### src/rtl/digit_scan_ctrl_pkg.sv
// Shared types and constants for the 4-digit display scan controller.
`timescale 1ns/1ps
package digit_scan_ctrl_pkg;

    localparam int NUM_DIGITS = 4;
    localparam int IDX_W      = 2;

    typedef enum logic [1:0] {
        ST_IDLE  = 2'd0,
        ST_BLANK = 2'd1,
        ST_SHOW  = 2'd2
    } scan_state_t;

    // Pick digit 'idx' out of the packed 16-bit digit word.
    function automatic logic [3:0] select_nibble(input logic [15:0] word,
                                                 input logic [IDX_W-1:0] idx);
        logic [3:0] nib;
        case (idx)
            2'd0:    nib = word[3:0];
            2'd1:    nib = word[7:4];
            2'd2:    nib = word[11:8];
            2'd3:    nib = word[15:12];
            default: nib = 4'd0;
        endcase
        return nib;
    endfunction

endpackage

### src/rtl/digit_scan_ctrl_slot_timer.sv
// Slot cycle counter: counts 0..DIV-1 and flags the end of the blanking
// window and the end of the slot.
`timescale 1ns/1ps
module slot_timer #(
    parameter int DIV   = 1000,
    parameter int BLANK = 8
) (
    input  logic clk,
    input  logic rst,
    input  logic clear_i,
    output logic blank_done_o,
    output logic slot_done_o
);

    localparam int CNT_W = $clog2(DIV);
    localparam logic [CNT_W-1:0] BLANK_LAST = CNT_W'(BLANK - 1);
    localparam logic [CNT_W-1:0] SLOT_LAST  = CNT_W'(DIV - 1);

    logic [CNT_W-1:0] cnt_q;
    logic [CNT_W-1:0] cnt_d;

    assign blank_done_o = (cnt_q == BLANK_LAST);
    assign slot_done_o  = (cnt_q == SLOT_LAST);

    // Next count: clear wins, otherwise wrap at the slot end so cnt stays <= DIV-1.
    always_comb begin
        cnt_d = cnt_q;
        if (clear_i) begin
            cnt_d = '0;
        end else if (slot_done_o) begin
            cnt_d = '0;
        end else begin
            cnt_d = cnt_q + CNT_W'(1);
        end
    end

    // Counter register.
    always_ff @(posedge clk or posedge rst) begin
        if (rst) begin
            cnt_q <= '0;
        end else begin
            cnt_q <= cnt_d;
        end
    end

endmodule

### src/rtl/digit_scan_ctrl.sv
// Time-multiplexed digit scan controller feeding a 2-to-4 decoder, with a
// blanking window at the start of every slot to hide select changes.
`timescale 1ns/1ps
module digit_scan_ctrl
    import digit_scan_ctrl_pkg::*;
#(
    parameter int DIV   = 1000,
    parameter int BLANK = 8
) (
    input  logic        clk,
    input  logic        rst,
    input  logic        en,
    input  logic [15:0] digits,
    output logic        sel_i0,
    output logic        sel_i1,
    output logic        blank,
    output logic [3:0]  nibble,
    output logic        frame_start
);

    localparam logic [IDX_W-1:0] LAST_IDX = IDX_W'(NUM_DIGITS - 1);

    scan_state_t      state_q, state_d;
    logic [IDX_W-1:0] idx_q, idx_d;
    logic             blank_q, blank_d;
    logic [3:0]       nibble_q, nibble_d;
    logic             frame_start_q, frame_start_d;
    logic             clear_s;
    logic             blank_done_s;
    logic             slot_done_s;

    slot_timer #(
        .DIV   (DIV),
        .BLANK (BLANK)
    ) u_slot_timer (
        .clk          (clk),
        .rst          (rst),
        .clear_i      (clear_s),
        .blank_done_o (blank_done_s),
        .slot_done_o  (slot_done_s)
    );

    // Next-state and next-output logic; dropping en from any scanning state returns to IDLE.
    always_comb begin
        state_d       = state_q;
        idx_d         = idx_q;
        blank_d       = blank_q;
        nibble_d      = nibble_q;
        frame_start_d = 1'b0;
        clear_s       = 1'b1;
        case (state_q)
            ST_IDLE: begin
                idx_d   = '0;
                blank_d = 1'b1;
                if (en) begin
                    state_d       = ST_BLANK;
                    frame_start_d = 1'b1;
                end else begin
                    state_d = ST_IDLE;
                end
            end
            ST_BLANK: begin
                if (!en) begin
                    state_d = ST_IDLE;
                    idx_d   = '0;
                    blank_d = 1'b1;
                end else begin
                    clear_s = 1'b0;
                    blank_d = 1'b1;
                    if (blank_done_s) begin
                        state_d  = ST_SHOW;
                        blank_d  = 1'b0;
                        nibble_d = select_nibble(digits, idx_q);
                    end else begin
                        state_d = ST_BLANK;
                    end
                end
            end
            ST_SHOW: begin
                if (!en) begin
                    state_d = ST_IDLE;
                    idx_d   = '0;
                    blank_d = 1'b1;
                end else begin
                    clear_s = 1'b0;
                    blank_d = 1'b0;
                    if (slot_done_s) begin
                        // Select only moves here, together with blank rising.
                        state_d       = ST_BLANK;
                        blank_d       = 1'b1;
                        idx_d         = idx_q + IDX_W'(1);
                        frame_start_d = (idx_q == LAST_IDX);
                    end else begin
                        state_d = ST_SHOW;
                    end
                end
            end
            default: begin
                state_d = ST_IDLE;
                idx_d   = '0;
                blank_d = 1'b1;
            end
        endcase
    end

    // State and output registers.
    always_ff @(posedge clk or posedge rst) begin
        if (rst) begin
            state_q       <= ST_IDLE;
            idx_q         <= '0;
            blank_q       <= 1'b1;
            nibble_q      <= 4'd0;
            frame_start_q <= 1'b0;
        end else begin
            state_q       <= state_d;
            idx_q         <= idx_d;
            blank_q       <= blank_d;
            nibble_q      <= nibble_d;
            frame_start_q <= frame_start_d;
        end
    end

    assign sel_i0      = idx_q[0];
    assign sel_i1      = idx_q[1];
    assign blank       = blank_q;
    assign nibble      = nibble_q;
    assign frame_start = frame_start_q;

endmodule

### config.mk
export PLATFORM = sky130hd
export DESIGN_NAME = digit_scan_ctrl
export DESIGN_NICKNAME = d
export VERILOG_FILES = /design/src/rtl/digit_scan_ctrl_pkg.sv /design/src/rtl/digit_scan_ctrl_slot_timer.sv /design/src/rtl/digit_scan_ctrl.sv
export SDC_FILE = /design/constraint.sdc
export NUM_CORES = 1
export LEC_CHECK = 0
export ABC_AREA = 1
export CORE_MARGIN = 2
export CORE_UTILIZATION = 53
export CTS_CLUSTER_SIZE = 40
export DETAILED_ROUTE_END_ITERATION = 16
export GPL_ROUTABILITY_DRIVEN = 1
export PLACE_DENSITY = 0.93
export SETUP_SLACK_MARGIN = 0.5
export SLEW_MARGIN = 0
export SYNTH_ARGS = -nofsm -noshare
export SYNTH_HDL_FRONTEND = slang
export SYNTH_SLANG_ARGS = --single-unit
### constraint.sdc
create_clock -name clk -period 2.35 [get_ports clk]
set_input_delay 0.705 -clock clk [delete_from_list [all_inputs] [get_ports clk]]
set_output_delay 0.705 -clock clk [all_outputs]
set_load 0.005 [all_outputs]
== Word level (Yosys, flattened, before mapping) ==
Cells that the tools add are included.
Operators by class
  multiplexer cells: 24
  eq/ne operators: 9
  add/subtract/negate cells: 2
  reduce and logical (&&, ||, !) cells: 5
Operators by type and width (count)
  10-bit two-way mux: 2
  4-bit case mux with 4 select lines: 1
  2-bit two-way mux: 7
  10-bit by 1-bit adder with 10-bit output, second input constant: 1
  10-bit equality test, second input constant: 1
  10-bit by 3-bit equality test with 1-bit output, second input constant: 1
  1-bit two-way mux: 10
  2-bit equality test, second input constant: 3
  2-bit case mux with 3 select lines: 1
  2-bit by 1-bit equality test with 1-bit output, second input constant: 2
  2-bit zero test: 2
  1-bit case mux with 2 select lines: 2
  2-bit case mux with 2 select lines: 1
  3-bit != test, second input constant: 1
  3-bit AND reduction: 1
  2-bit by 1-bit adder with 2-bit output, second input constant: 1
  2-bit != test, second input constant: 1
  2-bit AND reduction: 1
  2-bit OR reduction: 1
Storage, ports and cells
  bits of input ports: 19
  register bits after elaboration: 20
  output and inout bits: 8
  logic and storage cells: 46

== Longest topological paths before layout ==
  depth in word-level cells: 4
  gate-level depth with buffers: 8
  gate-level depth less buffers: 8

== Cells and area by module ==
From an unflattened synthesis, not the netlist that was laid out.
Second synthesis, totals
  cells, all modules: 171
  area, all modules: 1258.7 sq um
Modules (own cells, without submodules)
  digit_scan_ctrl: area each 698.2 sq um, cells an instance 98, instances 1, seq. area each 251.5 sq um
  slot_timer: area each 560.5 sq um, cells an instance 73, instances 1, seq. area each 250.2 sq um

== Worst setup path before layout ==
No wires, ideal clock.
  path type: input to register
  from: input port en
  to: register idx_q[0]
  arrival: 1324 ps
  required time: 2285 ps
  cell stages on the path: 7
  setup time: 65 ps
  slack: 961 ps
  buffers on the path: 1
  path through: buf_2 nand2_1 inv_1 nand4_1 nor2_2 nand2_1 nand2_1
On the way
  longest elaborated chain between the ends: 2
  elaborated cells between the ends (all ways): 5
  classes of those cells: eq/ne: 2; mux: 2; reduce/logical: 1
Ends and longest elaborated chain
  from (decl): line digit_scan_ctrl.sv:12  | input logic en,
  2-bit two-way mux (tied with other cells): line digit_scan_ctrl.sv:80  | if (!en) begin
  2-bit case mux with 2 select lines / 2-bit AND reduction (equally long branches)
  to (signal assigned): line digit_scan_ctrl.sv:116  | idx_q <= idx_d;
  to (decl): line digit_scan_ctrl.sv:24  | logic [IDX_W-1:0] idx_q, idx_d;
Several ways; a longest one is shown, not always the timed one.
A chain may end at the register's enable or synchronous reset.

== Worst setup path in the final report ==
  from: register blank_q, in the netlist blank
  to: output port blank
RTL lines
  from (decl): line digit_scan_ctrl.sv:25  | logic blank_q, blank_d;
  from (signal assigned): line digit_scan_ctrl.sv:117  | blank_q <= blank_d;
  to (decl): line digit_scan_ctrl.sv:16  | output logic blank,
No word-level cell between the ends.

==> impl_metrics.env <==
export IMPL_slowest_delay_ns=0.53
export IMPL_drt_first_pass_iters=4
export IMPL_layout_drive_gt1_share=0.1611
export IMPL_place_congestion=0.8038
export IMPL_rr_worst_depth=6
export IMPL_hold_viol_final=0
export IMPL_drtIter0Drc=28
export IMPL_min_path_cells=1
export IMPL_grt_pass1_vias=1084
export IMPL_clock_power_share=0.388
export IMPL_die_area_um2=2681
export IMPL_drcViolationCount=0
export IMPL_vias_per_cell=5.231
export IMPL_ys_ff_latch=20
export IMPL_max_freq_mhz=567.8
export IMPL_syn2layout_area_growth_pct=29.99
export IMPL_comb_power_share=0.118
export IMPL_p_seq_frac=0.494
export IMPL_die_w_um=51.78
export IMPL_min_period_over_period=0.7494
export IMPL_pin_count=27
export IMPL_cp_depth=1
export IMPL_cts_buffer_depth=2
export IMPL_worstPathCellList="dlygate4sd2_1"
export IMPL_cp_top_family="flip-flops"
export IMPL_initial_core_util=0.5523
export IMPL_tightest_slew_ns=0.2704
export IMPL_routed_wl_mm=2.734
export IMPL_critPathLaunchType="register"
export IMPL_grt_overflow=0
export IMPL_critPathCaptureType="primary output"
export IMPL_io_buffers=26
export IMPL_seqCellArea_um2=501.7
export IMPL_final_area_um2=1573
export IMPL_internal_power_w=0.0005724
export IMPL_row_count=17
export IMPL_instances_no_fill=208
export IMPL_final_cell_mix="nand2_1, dfrtp_1, clkdlybuf4s50_1"
export IMPL_fin_tns_setup_ns=0
export IMPL_yosysTopAreaCellShare=0.3930
export IMPL_fin_util=0.7179
export IMPL_diodes=0
export IMPL_cts_root_buf="clkbuf_4"
export IMPL_nFillCells=161
export IMPL_hp_class="reg -> reg"
export IMPL_drv_slew=0
export IMPL_max_cap_viol_count=0
export IMPL_hpwl_mm=2.136
export IMPL_gr_usage_met2=0.4145
export IMPL_antenna_found_initial=0
export IMPL_placed_area_um2=1508
export IMPL_cts_clk_slew_worst_paths_ns=0.11
export IMPL_grt_busiest_layer="met2"
export IMPL_dieHeight_um=51.78
export IMPL_fin_nets=209
export IMPL_core_um2=2191
export IMPL_multi_input_area_um2=650.6
export IMPL_clock_latency_ns=0.30
export IMPL_slew_headroom=0.8192
export IMPL_rsz0062_at_grt="false"
export IMPL_cts_sinks=20
export IMPL_required_ns=1.64
export IMPL_skew_ns=0.005119
export IMPL_yosysWarnings=0
export IMPL_syn_area_per_cell_um2=8.231
export IMPL_syn_area_um2=1210
export IMPL_synth_fp_nets=175
export IMPL_cts_made_buffers=3
export IMPL_ir_drop_mv=0.4245
export IMPL_grtUsageMet1=0.2678
export IMPL_synth_top_area_cell="dfrtp_1"
export IMPL_grt_use_met3=0.04310
export IMPL_power_leakage_nw=0.7578
export IMPL_worstPathArrival_ns=1.06
export IMPL_status="finished, final reports clean"
export IMPL_ys_types=25
export IMPL_grt_pass1_wl_mm=4.567
export IMPL_cpMaxStageDelayCell="dfstp_2"
export IMPL_grtUsageTotal=0.2321
export IMPL_crit_type="reg -> out"
export IMPL_via_count=1088
export IMPL_period_minus_slack_ns=1.761
export IMPL_power_net_switching_w=0.0001583
export IMPL_crit_path_max_fanout=1
export IMPL_powerDensity_nw_per_um2=464.6
export IMPL_swShare=0.2167
export IMPL_grt_max_degree=21
export IMPL_ys_seq_area_frac=0.4147
export IMPL_setup_slack_ns=0.5889
export IMPL_htree_levels=1
export IMPL_synthTopCellsByArea="dfrtp_1, nand2_1, ha_1"
export IMPL_netlist_instances=147
export IMPL_drtAntennaViolNets=0
export IMPL_wire_per_inst_um=13.14
export IMPL_tritoncts="built"
export IMPL_place_ws_ns=0.3224
export IMPL_critPathBufInv=1
export IMPL_setup_viol=0
export IMPL_final_common_cell="nand2_1"
export IMPL_placedCellCount=201
-- cell usage after synthesis (all sizes together) --
library cell and count:
nand3 11, ha 9, and3 1, o211ai 1
buf 1, dfstp 1, nor3 1, inv 14
a21oi 7, nor3b 1, o21ai 11, nand4 2
dfrtp 19, nand2 41, xor2 3, nor2 24
-- sequential cells by signal (all words and copies together) (netlist names) --
signal              flops
u_slot_timer.cnt_q     10
nibble                  4
idx_q                   2
state_q                 2
blank                   1
frame_start             1
-- cells by family (layout without fill, tap and decap cells) --
logic type,Yosys count,count (layout),share of synthesized area
AND/OR/NAND/NOR,81,81,0.3392
flip-flops,20,20,0.4147
AO/OA/AOI/OAI,19,19,0.08377
buffers and inverters,15,48,0.04757
adder cells (fa/ha/maj),9,9,0.09307
XOR/XNOR,3,3,0.02172
-- layer usage --
metal	up-vias	part of all wire
met5	-	0
met4	0	0.017
met3	6	0.028
met1	529	0.42
met2	17	0.53
li1	536	-
-- power groups by stage --
stage,clock network (W),registers [W],logic (W)
floorplan,0,0.000367,0.0000394
global placement,0,0.000367,0.0000856
detailed placement,0,0.000368,0.0000894
CTS,0.000286,0.000361,0.0000870
global route,0.000298,0.000362,0.0000951
finish,0.000283,0.000361,0.0000865
-- area by class of cell --
| cell class | count | share of cell area |
|---|---|---|
| multi-input cells | 112 | 0.4137 |
| flip-flops and latches | 20 | 0.3190 |
| repair buffers | 30 | 0.1782 |
| inverters | 14 | 0.03341 |
| well taps | 28 | 0.02228 |
| clock inverters | 1 | 0.01909 |
| clock buffers | 3 | 0.01432 |
-- per-stage QoR --
stage	hold slack, ns	total power, W
2_1_floorplan	0.4322	0.0004065
3_3_place_gp	0.4528	0.0004529
3_5_place_dp	0.4583	0.0004573
4_1_cts	0.4745	0.0007346
5_1_grt	0.4837	0.0007551
6_report	0.4733	0.0007307
-- repair_timing --
action,CTS,global route
endpoints found under the setup margin,8,0
hold buffers,0,0
endpoints found under the hold margin,0,0
buffers inserted,3,0
resized for setup,8,0
-- worst paths after layout --
kind                       slack (ns)                    end                  start
min reg2reg                      0.47  u_slot_timer.cnt_q[0]  u_slot_timer.cnt_q[0]
max reg2reg                      0.97  u_slot_timer.cnt_q[7]  u_slot_timer.cnt_q[0]
min in group asynchronous        0.73              nibble[2]                    rst
min                              0.47  u_slot_timer.cnt_q[0]  u_slot_timer.cnt_q[0]
max                              0.59                  blank                  blank
max in group asynchronous        1.36                  blank                    rst
Power figures use the tool's default switching activity.
